===== config.mk =====
export PLATFORM = sky130hd
export DESIGN_NAME = ir_packet_sequencer
export DESIGN_NICKNAME = d
export VERILOG_FILES = /design/src/rtl/ir_packet_sequencer.sv
export SDC_FILE = /design/constraint.sdc
export NUM_CORES = 1
export LEC_CHECK = 0
export ABC_AREA = 1
export ABC_CLOCK_PERIOD_IN_PS = 7600
export BUFFER_PORTS_ARGS = -buffer_cell sky130_fd_sc_hd__buf_4
export CORE_MARGIN = 2
export CORE_UTILIZATION = 40
export DETAILED_ROUTE_END_ITERATION = 8
export GPL_ROUTABILITY_DRIVEN = 0
export GPL_TIMING_DRIVEN = 0
export HOLD_SLACK_MARGIN = 0.15
export PLACE_DENSITY = 0.64
export SYNTH_ARGS = -nofsm -noshare
export SYNTH_HDL_FRONTEND = slang
export SYNTH_SLANG_ARGS = --single-unit
export TNS_END_PERCENT = 50

===== constraint.sdc =====
create_clock -name CLK -period 7.6 [get_ports CLK]
set_input_delay 0.38 -clock CLK [delete_from_list [all_inputs] [get_ports CLK]]
set_output_delay 0.38 -clock CLK [all_outputs]
set_load 0.05 [all_outputs]

===== src/rtl/ir_packet_sequencer.sv =====
// Sequences one IR remote-control packet (start, car-select, four direction bits)
// and modulates the bursts onto a CLK-derived carrier that drives the IR LED pin.
module ir_packet_sequencer #(
    parameter int CARRIER_HALF = 1250,
    parameter int START_LEN    = 191,
    parameter int CARSEL_LEN   = 47,
    parameter int GAP_LEN      = 25,
    parameter int ASSERT_LEN   = 47,
    parameter int DEASSERT_LEN = 22
) (
    input  logic       CLK,
    input  logic       RESET,
    input  logic       SEND_PACKET,
    input  logic [3:0] COMMAND,
    output logic       IR_LED,
    output logic       BUSY,
    output logic       DONE
);

    localparam logic [2:0] S_IDLE   = 3'd0;
    localparam logic [2:0] S_START  = 3'd1;
    localparam logic [2:0] S_GAP    = 3'd2;
    localparam logic [2:0] S_CARSEL = 3'd3;
    localparam logic [2:0] S_BIT    = 3'd4;

    localparam logic [15:0] CYC_LAST = 16'(2 * CARRIER_HALF - 1);
    localparam logic [15:0] HALF     = 16'(CARRIER_HALF);

    // phase_q counts bursts already sent; a GAP uses it to pick what follows.
    localparam logic [2:0] PH_AFTER_START = 3'd1;
    localparam logic [2:0] PH_AFTER_LAST  = 3'd6;

    logic [2:0]  state_q, state_d;
    logic [15:0] cyc_q, cyc_d;
    logic [15:0] per_q, per_d;
    logic [2:0]  phase_q, phase_d;
    logic [1:0]  bit_idx_q, bit_idx_d;
    logic [3:0]  cmd_q, cmd_d;
    logic        ir_q, ir_d;
    logic        busy_q, busy_d;
    logic        done_q, done_d;

    logic        cur_bit;
    logic [15:0] cur_len;
    logic        wrap;
    logic        state_end;
    logic        burst_d;

    // Bit index 0 carries COMMAND[3] (right), index 3 carries COMMAND[0] (forward).
    assign cur_bit = cmd_q[2'd3 - bit_idx_q];

    always_comb begin
        cur_len = 16'd1;
        case (state_q)
            S_START:  cur_len = 16'(START_LEN);
            S_CARSEL: cur_len = 16'(CARSEL_LEN);
            S_GAP:    cur_len = 16'(GAP_LEN);
            S_BIT:    cur_len = cur_bit ? 16'(ASSERT_LEN) : 16'(DEASSERT_LEN);
            default:  cur_len = 16'd1;
        endcase
    end

    assign wrap      = (cyc_q == CYC_LAST);
    assign state_end = wrap && (per_q == cur_len - 16'd1);

    always_comb begin
        state_d   = state_q;
        cyc_d     = cyc_q;
        per_d     = per_q;
        phase_d   = phase_q;
        bit_idx_d = bit_idx_q;
        cmd_d     = cmd_q;
        done_d    = 1'b0;

        if (state_q == S_IDLE) begin
            cyc_d = 16'd0;
            per_d = 16'd0;
            if (SEND_PACKET) begin
                cmd_d     = COMMAND;
                phase_d   = 3'd0;
                bit_idx_d = 2'd0;
                state_d   = S_START;
            end
        end else begin
            cyc_d = wrap ? 16'd0 : cyc_q + 16'd1;
            if (wrap) begin
                per_d = per_q + 16'd1;
            end
            if (state_end) begin
                per_d = 16'd0;
                case (state_q)
                    S_START: begin
                        state_d = S_GAP;
                        phase_d = PH_AFTER_START;
                    end
                    S_CARSEL: begin
                        state_d = S_GAP;
                        phase_d = 3'd2;
                    end
                    S_BIT: begin
                        state_d = S_GAP;
                        phase_d = {1'b0, bit_idx_q} + 3'd3;
                    end
                    S_GAP: begin
                        if (phase_q == PH_AFTER_START) begin
                            state_d = S_CARSEL;
                        end else if (phase_q == PH_AFTER_LAST) begin
                            state_d = S_IDLE;
                            done_d  = 1'b1;
                        end else begin
                            state_d   = S_BIT;
                            bit_idx_d = 2'(phase_q - 3'd2);
                        end
                    end
                    default: state_d = S_IDLE;
                endcase
            end
        end
    end

    // Outputs are registered from next-state values so they line up with state_q.
    assign burst_d = (state_d == S_START) || (state_d == S_CARSEL) || (state_d == S_BIT);
    assign ir_d    = burst_d && (cyc_d < HALF);
    assign busy_d  = (state_d != S_IDLE);

    always_ff @(posedge CLK) begin
        if (RESET) begin
            state_q   <= S_IDLE;
            cyc_q     <= 16'd0;
            per_q     <= 16'd0;
            phase_q   <= 3'd0;
            bit_idx_q <= 2'd0;
            cmd_q     <= 4'd0;
            ir_q      <= 1'b0;
            busy_q    <= 1'b0;
            done_q    <= 1'b0;
        end else begin
            state_q   <= state_d;
            cyc_q     <= cyc_d;
            per_q     <= per_d;
            phase_q   <= phase_d;
            bit_idx_q <= bit_idx_d;
            cmd_q     <= cmd_d;
            ir_q      <= ir_d;
            busy_q    <= busy_d;
            done_q    <= done_d;
        end
    end

    assign IR_LED = ir_q;
    assign BUSY   = busy_q;
    assign DONE   = done_q;

endmodule


* Yosys cells after proc, flatten, opt, wreduce, memory -nomap -nowiden
Cells that the tools add are included.
** Word-level totals
- Register bits :: 47
- Input port bits :: 7
- Output and inout bits :: 3
- Word-level logic and storage cells :: 71
** Operators by class
- $add $sub $neg :: 6
- Order comparisons :: 2
- Equality and inequality tests :: 14
- Muxes and demuxes :: 23
- Bitwise logic cells :: 2
- Reductions and logical operators :: 15
** Operator list (count)
- $add A16 B1 Y16 const B :: 2
- $mux W16 :: 2
- $pmux W8 S4 :: 1
- $mux W3 :: 8
- $eq A16 B12 Y1 const B :: 1
- $eq A16 B16 Y1 :: 1
- $lt A16 B11 Y1 const B :: 1
- $sub A16 B1 Y16 const B :: 1
- $mux W2 :: 6
- $eq A3 B1 Y1 const B :: 3
- $eq A3 B2 Y1 const B :: 3
- $eq A3 B3 Y1 const B :: 3
- $pmux W3 S3 :: 1
- $mux W6 :: 1
- $ne A2 B2 Y1 const B :: 3
- $pmux W3 S2 :: 1
- $reduce_or A3 Y1 :: 2
- $reduce_and A5 Y1 :: 1
- $reduce_or A5 Y1 :: 1
- $reduce_bool A2 Y1 :: 2
- $reduce_bool A4 Y1 :: 1
- $add A2 B2 Y3 const B :: 1
- $logic_not A3 Y1 :: 1
- $lt A2 B3 Y1 const B :: 1
- 10 further kinds :: 14

* Logic depth before layout (Yosys ltp)
- Depth in word-level cells :: 14
- Depth in mapped cells :: 24
- Depth with buffers taken out :: 24

* Worst setup path before layout
OpenSTA, ideal clock, no wires.
- Kind :: flip-flop to flip-flop
- From :: register state_q[0]
- To :: register phase_q[0]
- Library setup time :: 0.119 ns
- Arrival time :: 2.575 ns
- Data required time :: 7.481 ns
- Setup slack :: 4.905 ns
- Stages on the path, launching flop included :: 23
- Buffers on the path :: 0
- Period minus slack after synthesis :: 2.695 ns
- Cell sequence :: dfxtp_1 > nor2_1 > nand2_2 > inv_2 > nand2_2 > inv_1 > ha_1 > nand3_2 > inv_2 > ha_1 > inv_1 > nand2_1 > nand2_1 > nor3_1 > nand3_2 > nor2_2 > nand4_2 > nor2_4 > nand3_4 > nand2_1 > nand2_1 > o21ai_0 > a21oi_1
** On the way
- Word-level cells in the longest chain between the ends :: 7
- Elaborated cells on any way between the ends :: 16
- Those cells by class :: 1 x add/sub; 6 x eq/ne; 4 x mux; 5 x reduce/logical
** RTL lines
- start, declared :: RTL line 33 : logic [2:0] state_q, state_d;
- start signal, assigned :: RTL line 138 : state_q <= state_d;
- $eq A3 B3 Y1, or another cell as far along :: RTL line 54, 91
- $pmux W8 S4 :: RTL line 54 : case (state_q)
- $sub A16 B1 Y16 :: RTL line 64 : assign state_end = wrap && (per_q == cur_len - 16'd1);
- $eq A16 B16 Y1 :: RTL line 64
- $logic_and A1 B1 Y1 :: RTL line 64
- $reduce_bool A2 Y1 (no source line)
- $reduce_and A3 Y1 (no source line)
- end signal, assigned :: RTL line 141 : phase_q <= phase_d;
- end, declared :: RTL line 36 : logic [2:0] phase_q, phase_d;
Parallel ways exist; a longest one is shown, timed or not. The select of a mux whose other input is x is not followed.
A chain may end at the register's enable or synchronous reset.

* Worst setup path in the final report
- From :: register bit_idx_q[0]
- To :: register phase_q[2]
** On the way
- Word-level cells in the longest chain between the ends :: 10
- Elaborated cells on any way between the ends :: 14
- Those cells by class :: 3 x add/sub; 1 x eq/ne; 7 x mux; 3 x reduce/logical
** RTL lines
- start, declared :: RTL line 37 : logic [1:0] bit_idx_q, bit_idx_d;
- start signal, assigned :: RTL line 142 : bit_idx_q <= bit_idx_d;
- $sub A2 B2 Y2 :: RTL line 50 : assign cur_bit = cmd_q[2'd3 - bit_idx_q];
- $bmux W1 S2 :: RTL line 50
- $mux W1 (not written as such) :: RTL line 50
- $mux W6 :: RTL line 58 : S_BIT: cur_len = cur_bit ? 16'(ASSERT_LEN) : 16'(DEASSERT_LEN);
- $pmux W8 S4 :: RTL line 54
- $sub A16 B1 Y16 :: RTL line 64
- $eq A16 B16 Y1 :: RTL line 64
- $logic_and A1 B1 Y1 :: RTL line 64
- $reduce_bool A2 Y1 (no source line)
- $reduce_and A3 Y1 (no source line)
Parallel ways exist; a longest one is shown, timed or not. The select of a mux whose other input is x is not followed.

==> out/qor.yml <==
outcome: "finished, final reports clean"
std_cell_rows: 30
die_area_um2: 7840
maxCapViolCount: 0
cts_tree: "built"
switching_share_pct: 24.6
timing.final.ws_setup_ns: 4.45
place_ws_ns: 4.48
fill_cells: 720
tns_ns: 0
cp.arrival_ns: 3.35
grt_overflow: 0
synth_cells: 427
fin_crit_ns: 3.15
fmaxAchievable_mhz: 318
ir_drop_uv: 92.3
htreeDepth: 2
num_io_pins: 10
vias: 2665
grt_start_max_net_pins: 15
synth_seq_area_share_pct: 32.9
ant_nets: 0
cts_setup_buffers: 0
cts_sinks: 47
design.core.area_um2: 6870
start_util_pct: 41.6
port_buffers: 9
required_ns: 7.80
drc: 0
hp-class: "in2reg"
fin_util_pct: 46.1
critPathMaxFanout: 7
p_switching_mw: 0.122
rsz0062_at_grt: "false"
finalSetupViolCount: 0
cp-end-kind: "flip-flop"
grt_usage_pct: 17.9
fin_nets: 456
worst_pin_slew_ns: 0.469
clk_path_buf_depth: 2
avgRoutedWirePerCell_um: 11.8
hold_viol_final: 0
cellLeakagePower_nw: 1.22
cp-start-kind: "flip-flop"
clk_pin_slew_ns: 0.09
cts_buffers: 5
ys_ff_latch: 47
antenna_found_initial: 0
grt_pass1_wl_um: 11200
pwr-share-clk_pct: 38.9
vias_per_cell: 4.94
slew_viol_final: 0
synth_nets: 440
instances_no_fill: 540
die_h_um: 88.6
p_seq_share_pct: 51.3
r2r_setup_slack_ns: 4.45
drive_above_1_share_pct: 12.4
relSlewSlack_pct: 68.4
skew_ns: 0.00951
path_class: "reg2reg"
placed_cells_incl_taps: 532
cts_resized: 0
die_w_um: 88.6
drt_iter0_markers: 87
drt-total-wl_um: 6390
synthDistinctLibCells: 34
synthesis.area_um2: 2860
pwr-share-comb_pct: 9.8
hold_buffers: 0
timing.final.crit_share_pct: 41.4
num_antenna_cells: 0
avgSynthCellArea_um2: 6.70
hpwl_um: 5040
intPower_mw: 0.374
clk_latency_ns: 0.30
area.growth.synth_to_final_pct: 10.7
drt_first_pass_iters: 4
cts_root_buf: "clkbuf_8"
p_per_area_nw_per_um2: 157
yosysWarnings: 0
total_power_mw: 0.496
grt_pass1_vias: 2457
[kinds of logic after synthesis]
logic type | synth area share, %
AND/OR/NAND/NOR | 44.1
buffers and inverters | 8.79
flip-flops | 32.9
AO/OA/AOI/OAI | 6.74
XOR/XNOR | 4.90
adder cells (fa/ha/maj) | 2.62
[layout by cell type (no fill, tap or decap), drive strengths merged, types with 11 or more instances in the layout]
master    n
nand3    42
xor2     15
nand2   100
a21oi    21
nand4    14
dfxtp    47
inv      58
nor3     20
buf      12
o21ai    11
nor2     70
[Yosys cell counts, drive strengths merged]
| master | instances | area [um2] |
|---|---|---|
| nand2 | 100 | 385 |
| nor2 | 70 | 298 |
| inv | 58 | 218 |
| dfxtp | 47 | 941 |
| nand3 | 42 | 260 |
| a21oi | 21 | 109 |
| nor3 | 20 | 121 |
| xor2 | 15 | 131 |
| nand4 | 14 | 93.8 |
| o21ai | 11 | 55.1 |
| ha | 6 | 75.1 |
| nor3b | 5 | 42.5 |
| nor4 | 4 | 25.0 |
| buf | 3 | 30.0 |
| nand3b | 2 | 15.0 |
| o21bai | 2 | 15.0 |
| or2 | 2 | 12.5 |
| and2 | 1 | 6.26 |
| clkbuf | 1 | 3.75 |
| o21a | 1 | 7.51 |
| o22ai | 1 | 6.26 |
| xnor2 | 1 | 8.76 |
[state kept, by name, summed over array words and instances (netlist names), 2 cells and up]
register,count
bit_idx_q,2
cmd_q,4
cyc_q,16
per_q,16
phase_q,3
state_q,3
[worst paths after layout]
path,start,endpoint,depth (start not counted)
setup / recovery,bit_idx_q[0],phase_q[2],22
hold / removal,RESET,bit_idx_q[0],2
setup reg to reg,bit_idx_q[0],phase_q[2],22
hold reg to reg,cyc_q[0],cyc_q[0],1
[critical path, stage by stage (launching register included)]
cell and delay [ns]:
dfxtp_1 0.42, nand2_1 0.07, nand3_1 0.14, nand2_1 0.11, nand2_2 0.10, inv_1 0.05, ha_1 0.24, nand3_2 0.13
inv_2 0.05, ha_1 0.30, inv_1 0.06, nand2_1 0.06, nand2_1 0.04, nor3_1 0.17, nand3_2 0.10, nor2_2 0.12
nand4_2 0.11, nor2_4 0.16, nand3_4 0.14, nand2_1 0.13, nand2_1 0.11, o21ai_0 0.19, nor2_1 0.05
[final cells by class]
class                           instances  area [um2]  share of cell area, %
Clock inverter                          2        35.0                   1.11
Clock buffer                            6        82.6                   2.61
Tap cell                               96         120                   3.79
Multi-Input combinational cell        318        1670                   52.7
Inverter                               58         218                   6.88
Buffer                                  4        33.8                   1.07
Timing Repair Buffer                    9        67.6                   2.13
Sequential cell                        47         941                   29.7
[power by group through the flow]
stage               Sequential (mW)  Clock [mW]  Combinational, mW
floorplan                     0.263           0             0.0321
global placement              0.260           0             0.0480
detailed placement            0.260           0             0.0485
CTS                           0.254       0.200             0.0488
global route                  0.255       0.207             0.0550
finish                        0.254       0.193             0.0485
[metal layers]
metal  vias to the layer above  GRT usage (%)  wire length [um]
met2                        37           28.3              2820
li1                       1410              -                 -
met4                         0           4.41                52
met5                         -              0                 0
met3                         6           3.36               229
met1                      1212           25.1              3290
[metrics by stage]
stage / hold WS, ns / cell area [um2]
after global placement: 0.430 / 3050
after CTS: 0.266 / 3170
after detailed placement: 0.445 / 3050
after floorplan: 0.418 / 2860
final: 0.278 / 3170
after global routing: 0.274 / 3170
Power figures use the tool's default switching activity.
